--- config.mk ---
export PLATFORM = sky130hd
export DESIGN_NAME = ripple_tick_gen
export DESIGN_NICKNAME = d
export VERILOG_FILES = /design/src/rtl/ripple_tick_gen_pkg.sv /design/src/rtl/ripple_tick_gen_btn_debounce.sv /design/src/rtl/ripple_tick_gen.sv
export SDC_FILE = /design/constraint.sdc
export NUM_CORES = 1
export LEC_CHECK = 0
export BUFFER_PORTS_ARGS = -buffer_cell sky130_fd_sc_hd__clkbuf_2
export CELL_PAD_IN_SITES_DETAIL_PLACEMENT = 1
export CELL_PAD_IN_SITES_GLOBAL_PLACEMENT = 1
export CORE_MARGIN = 2
export CORE_UTILIZATION = 40
export DETAILED_ROUTE_END_ITERATION = 6
export PLACE_DENSITY = 0.67
export SYNTH_ARGS = -nofsm -noshare
export SYNTH_HDL_FRONTEND = slang
export SYNTH_SLANG_ARGS = --single-unit
--- constraint.sdc ---
create_clock -name clk -period 3.4 [get_ports clk]
set_input_delay 0.51 -clock clk [delete_from_list [all_inputs] [get_ports clk]]
set_output_delay 0.51 -clock clk [all_outputs]
set_load 0.02 [all_outputs]
--- src/rtl/ripple_tick_gen_pkg.sv ---
// ripple_tick_gen_pkg: shared types, encodings and period helpers for the LED ripple control front end
package ripple_tick_gen_pkg;
    typedef logic [1:0] speed_t;
    localparam logic DIR_UP = 1'b0;
    localparam logic DIR_DOWN = 1'b1;
    localparam int SPEED_COUNT = 4;
    localparam int EV_DIR = 0;
    localparam int EV_SPEED = 1;
    localparam int EV_PAUSE = 2;
    function automatic speed_t next_speed(input speed_t s);
        return speed_t'((int'(s) + 1) % SPEED_COUNT);
    endfunction
    function automatic int period_of(input int base, input speed_t s);
        return base >> s;
    endfunction
endpackage

--- src/rtl/ripple_tick_gen_btn_debounce.sv ---
// btn_debounce: two-flop synchroniser, stable-count debouncer and rising-edge detect for one raw button
module btn_debounce #(
    parameter int DEBOUNCE_CYCLES = 500000
) (
    input  logic clk,
    input  logic reset,
    input  logic btn,
    output logic rise
);
    localparam int CW = $clog2(DEBOUNCE_CYCLES);
    logic sync0, sync1, level, level_q;
    logic [CW-1:0] cnt;
    assign rise = level & ~level_q;
    always_ff @(posedge clk) begin
        if (reset) begin
            sync0 <= 1'b0;
            sync1 <= 1'b0;
            level <= 1'b0;
            level_q <= 1'b0;
            cnt <= '0;
        end else begin
            sync0 <= btn;
            sync1 <= sync0;
            level_q <= level;
            if (sync1 == level) begin
                cnt <= '0;
            end else if (cnt == CW'(DEBOUNCE_CYCLES - 1)) begin
                level <= ~level;
                cnt <= '0;
            end else begin
                cnt <= cnt + CW'(1);
            end
        end
    end
endmodule

--- src/rtl/ripple_tick_gen.sv ---
// ripple_tick_gen: button-driven direction/speed/pause control and shift-pulse prescaler for the LED ripple
module ripple_tick_gen
    import ripple_tick_gen_pkg::*;
#(
    parameter int DEBOUNCE_CYCLES = 500000,
    parameter int BASE_PERIOD = 50000000
) (
    input  logic       clk,
    input  logic       reset,
    input  logic       btn_dir,
    input  logic       btn_speed,
    input  logic       btn_pause,
    output logic       shift_pulse,
    output logic       shift_dir,
    output logic [1:0] speed_sel,
    output logic       paused
);
    localparam int PW = $clog2(BASE_PERIOD);
    logic [2:0] btn, rise, ev;
    logic [PW-1:0] presc, presc_n, pm1, pm1_n;
    speed_t speed_n;
    logic paused_n, pulse_n;
    assign btn = {btn_pause, btn_speed, btn_dir};
    for (genvar i = 0; i < 3; i++) begin : g_btn
        btn_debounce #(.DEBOUNCE_CYCLES(DEBOUNCE_CYCLES)) u_deb (
            .clk(clk),
            .reset(reset),
            .btn(btn[i]),
            .rise(rise[i])
        );
    end
    // shift_pulse is computed from next-state so it is a true flop yet still lines up with prescaler == P-1
    always_comb begin
        speed_n = ev[EV_SPEED] ? next_speed(speed_sel) : speed_sel;
        paused_n = paused ^ ev[EV_PAUSE];
        pm1 = PW'(period_of(BASE_PERIOD, speed_sel) - 1);
        pm1_n = PW'(period_of(BASE_PERIOD, speed_n) - 1);
        presc_n = ev[EV_SPEED] ? '0 : paused ? presc : (presc == pm1) ? '0 : presc + PW'(1);
        pulse_n = (presc_n == pm1_n) && !paused_n && !rise[EV_SPEED];
    end
    always_ff @(posedge clk) begin
        if (reset) begin
            ev <= '0;
            presc <= '0;
            shift_pulse <= 1'b0;
            shift_dir <= DIR_UP;
            speed_sel <= '0;
            paused <= 1'b0;
        end else begin
            ev <= rise;
            presc <= presc_n;
            shift_pulse <= pulse_n;
            shift_dir <= shift_dir ^ ev[EV_DIR];
            speed_sel <= speed_n;
            paused <= paused_n;
        end
    end
endmodule

; ---- Word level (Yosys, flattened, before mapping)
; Cells that the tools add are included.
[classes]
add_sub_neg = 7
eq_ne = 8
n_shift = 2
muxes = 4
bitwise_logic = 14
reduce_logical = 10
[op_table]
columns = cell, n
row1 = $mux 26, 3
row2 = $add 19x1->19 const B, 3
row3 = $eq 19x19->1 const B, 3
row4 = $eq 26x26->1, 2
row5 = $shr 26x2->26 const A, 2
row6 = $sub 26x2->26 const B, 2
row7 = $add 26x1->26 const B, 1
row8 = $not 1->1, 9
row9 = $reduce_or 3->1, 3
row10 = $reduce_and 2->1, 3
row11 = $and 1x1->1, 3
row12 = $eq 1x1->1, 3
row13 = $add 2x1->2 const B, 1
row14 = $logic_and 1x1->1, 2
row15 = $logic_not 1->1, 2
row16 = $mux 2, 1
row17 = $xor 1x1->1, 2
[word_totals]
ff_bits = 103
in_bits = 5

; ---- Logic depth before layout (Yosys ltp)
[logic_depth]
depth_word = 9
depth_mapped = 13
mapped_depth_nobuf = 12

; ---- Hierarchy
; From an unflattened synthesis, not the netlist that was laid out.
[unflattened]
cells_unflattened = 592
area_unflattened_um2 = 5307.6
[modules_own_cells]
columns = module, instances, cells_each, area_per_inst_um2, seq_area_each_um2
row1 = btn_debounce, 3, 111, 1028.5, 460.4
row2 = ripple_tick_gen, 1, 259, 2222.1, 680.7

; ---- Worst setup path after synthesis
; OpenSTA, ideal clock, no wires.
[synth_timing]
path_type = register to register
start = register speed_sel[0]
end = register shift_pulse
setup_ns = 0.103
t_arrival_ns = 2.814
required_time_ns = 3.297
path_slack_ns = 0.482
path_stages_with_launch = 14
n_path_buf = 1
period_less_slack_ns = 2.918
path_cell_list = dfxtp_1 buf_2 inv_1 ha_1 inv_1 ha_1 nor3b_1 xor2_1 nor3_1 a21o_2 or4b_1 nand3_1 o211ai_2 a2111oi_2
[synth_between]
elab_chain_cells = 9
word_cells_on_any_way = 13
[synth_rtl]
columns = element, line_no
row1 = from (decl), ripple_tick_gen.sv:15  ; output logic [1:0] speed_sel,
row2 = from (signal assigned), ripple_tick_gen.sv:54  ; speed_sel <= speed_n;
row3 = $shr 26x2->26, ripple_tick_gen_pkg.sv:14  ; return base >> s;
row4 = $sub 26x2->26, ripple_tick_gen.sv:36  ; pm1 = PW'(period_of(BASE_PERIOD, speed_sel) - 1);
row5 = $eq 26x26->1, ripple_tick_gen.sv:38  ; presc_n = ev[EV_SPEED] ? '0 : paused ? presc : (presc == pm1) ? '0 : presc + PW'(1);
row6 = $mux 26 (3 in a row), ripple_tick_gen.sv:38
row7 = $eq 26x26->1 (*), ripple_tick_gen.sv:39  ; pulse_n = (presc_n == pm1_n) && !paused_n && !rise[EV_SPEED];
row8 = $logic_and 1x1->1 (*) (2 in a row), ripple_tick_gen.sv:39
row9 = to (signal assigned), ripple_tick_gen.sv:52  ; shift_pulse <= pulse_n;
row10 = to (decl), ripple_tick_gen.sv:13  ; output logic shift_pulse,
; Every way passes the cells marked *; elsewhere a longest branch is shown, timed or not.
; A chain may end at the register's enable or synchronous reset.

; ---- Final worst setup path
; Same ends and word-level chain as after synthesis.

==> flow_summary.ini <==
[synthesis]
yosys.area.top_type = dfxtp_1
synth_fa_ha_area_share_pct = 3.05
yosys-mux-area-fraction_pct = 1.65
synth_cell_type_count = 53
synth-edff-count = 0
synth_area_mm2 = 0.00492
synth_warnings = 0
async_flop_share_pct = 0
synth_area_per_cell_um2 = 8.70
synthCells = 566
synth_xor_area_share_pct = 16.0
synth_compound_area_share_pct = 4.73
synth-simple-area-share_pct = 29.6
synth_seq_cells = 103
synthFlopType = dfxtp_1
synth_nets = 583
synth_area_leaders = dfxtp_1 42%, xor2_1 10%, nor2_1 8.5%
synth_top_family_by_area = simple AND/OR/NAND/NOR gates
netlist.area_leader.share_pct = 41.9
yosysSeqAreaShare_pct = 41.9

[power_and_ir_drop]
power.density_mw_per_mm2 = 434
vdd_drop_max_mv = 0.326
leakage_nw = 2.01
fin_total_pwr_mw = 2.35

[grt]
grt_pass1_vias = 3833
track_usage_pct = 18.5
grt_pass1_wl_mm = 19.2
grt_remaining_overflow = 0
antenna_found_initial = 0
grt_max_degree = 24

[timing]
final-setup-viol-count = 0
rsz0062_at_grt = no
drv_slew = 0
finalCriticalPeriod_ns = 2.94
timing.fmax_ghz = 0.340
setup_tns_ns = 0
clock_skew_ns = 0.00615
period_share_pct = 86.5
finalHoldViolations = 0
max-slew-margin-rel_pct = 54.0
worst_slew_pin_slew_ns = 0.690

[cts]
postCtsSetupBuffers = 0
h-tree-depth = 3
numCtsBuffers = 9
ctsHoldBuffers = 0
cts_resized = 0
max-clock-path-buffers = 2
clk_latency_ns = 0.36
clk_pin_slew_ns = 0.07
clock-sinks = 103
cts-root-buf = clkbuf_16
cts_tree = built

[route]
vias = 3822
ant_nets = 0
wl_per_cell_um = 15.5
vias_per_cell = 5.27
dr.first_iter.drc_count = 116
drc = 0
drt-pass1-iter-count = 4
routed_wl_mm = 11.2

[setup_path]
end_kind = flop
cp.required_ns = 3.65
path_class = flop to flop
critPathArrivalTime_ns = 3.19
startpoint_type = flop
crit_fanout = 8

[run_status]
outcome = completed

[layout]
finish.instance_area_mm2 = 0.00542
num-fill-cells = 1427
fin_nets = 590
area_growth_pct = 10.0
multiInputGateArea_mm2 = 0.00271
antenna_cells = 0
regArea_mm2 = 0.00206
drive_above_1_share_pct = 7.09

[floorplan]
die_area_mm2 = 0.0132
die_height_um = 115
core-area_mm2 = 0.0120
initial_core_util_pct = 41.0
die_x_um = 115
rows = 40
num_io_pins = 10

[placed_design]
dp_hpwl_mm = 8.25
dpl_cell_area_mm2 = 0.00511
place_congestion = 0.883
portBuffers = 9

[flow_run]
cap_violations = 0

[min_path]
hold_class = input port to flop
==> sequential cells by signal, summed over array words and instances (netlist names) <==
| signal | flops |
|---|---|
| ev | 3 |
| g_btn.u_deb.cnt | 57 |
| g_btn.u_deb.level | 3 |
| g_btn.u_deb.level_q | 3 |
| g_btn.u_deb.sync0 | 3 |
| g_btn.u_deb.sync1 | 3 |
| paused | 1 |
| presc | 26 |
| shift_dir | 1 |
| shift_pulse | 1 |
| speed_sel | 2 |
==> report_power, final <==
part	internal, mW	leakage (nW)	switching [mW]	total, mW
sequential	1.21	0.831	0.00655	1.22
combinational	0.0126	1.03	0.0232	0.0358
clock	0.588	0.150	0.508	1.10
==> kinds of logic (layout without fill, tap and decap cells) <==
kind of cell / after synthesis / count (layout)
adder cells (fa/ha/maj): 12 / 12
AND/OR/NAND/NOR: 284 / 284
multiplexers: 8 / 8
XOR/XNOR: 90 / 90
buffers and inverters: 36 / 48
AO/OA/AOI/OAI: 33 / 33
flip-flops: 103 / 103
==> layer usage <==
layer  track usage (%)  part of all wire [%]  vias to the layer above
li1                  -                     -                     1924
met1              24.6                    48                     1842
met2              30.2                    47                       42
met3              3.80                   2.9                       14
met4              6.10                   1.6                        0
met5                 0                     0                        -
==> cell usage in the layout (no fill, tap or decap), types with 2 or more instances in the layout <==
cell type	Yosys	layout
nor3_1	8	8
o21ai_0	7	7
nor4_1	5	5
nand4_1	14	14
clkbuf_16	0	9
o22ai_1	3	3
and3_1	18	18
xor2_1	56	56
and4_1	4	4
nand2b_1	2	2
inv_6	0	2
or3_1	5	5
and3b_1	5	5
nor3_2	2	2
mux2i_1	7	7
nor4b_1	4	4
xnor2_1	34	34
nor2b_1	13	13
nor2_1	112	112
nand3_1	35	35
clkbuf_2	0	9
inv_8	0	2
nand3b_1	3	3
nand2_1	36	36
buf_4	3	5
dfxtp_1	103	103
nor3b_1	7	7
o2111ai_1	3	3
ha_1	12	12
inv_1	18	18
a21oi_1	8	8
==> area by class of cell <==
class	count	area share [%]
flip-flops and latches	103	38.1
multi-input cells	427	50.0
well taps	147	3.39
repair buffers	14	1.52
inverters	18	1.25
clock inverters	7	1.59
clock buffers	9	4.16
==> critical path, stage by stage, from the launching register on <==
cell,delay [ns]
dfxtp_1,0.49
inv_1,0.20
ha_1,0.23
inv_1,0.07
ha_1,0.13
nor3b_1,0.23
xor2_1,0.17
nor3_1,0.09
a21o_2,0.25
or4b_1,0.50
nand3_1,0.11
o211ai_2,0.09
a2111oi_2,0.27
==> worst paths after layout <==
path	from	to	slack, ns	cells past startpoint
worst max-delay path	speed_sel[0]	shift_pulse	0.46	12
worst min-delay path	btn_dir	g_btn[0].u_deb.sync0	0.37	2
worst max register to register	speed_sel[0]	shift_pulse	0.46	12
worst min register to register	g_btn[0].u_deb.level_q	ev[0]	0.39	1
==> cell usage after synthesis (all sizes together), types with 2 or more instances <==
master,count
a21oi,8
and3,18
and3b,5
and4,4
buf,7
clkbuf,11
dfxtp,103
ha,12
inv,18
mux2i,7
nand2,36
nand2b,2
nand3,36
nand3b,3
nand4,14
nand4b,2
nor2,112
nor2b,13
nor3,11
nor3b,7
nor4,6
nor4b,4
o2111ai,3
o21ai,7
o22ai,3
or3,5
xnor2,34
xor2,56
==> stage by stage <==
step                hold slack, ns  utilization, %  setup slack (ns)  cells
floorplan                    0.367               -             0.482    566
global placement             0.376            42.5             0.595    709
detailed placement           0.375            42.5             0.462    709
CTS                          0.355            45.1             0.458    725
global route                 0.364            45.1             0.184    725
finish                       0.365            45.1             0.459    725
Power figures use the tool's default switching activity.
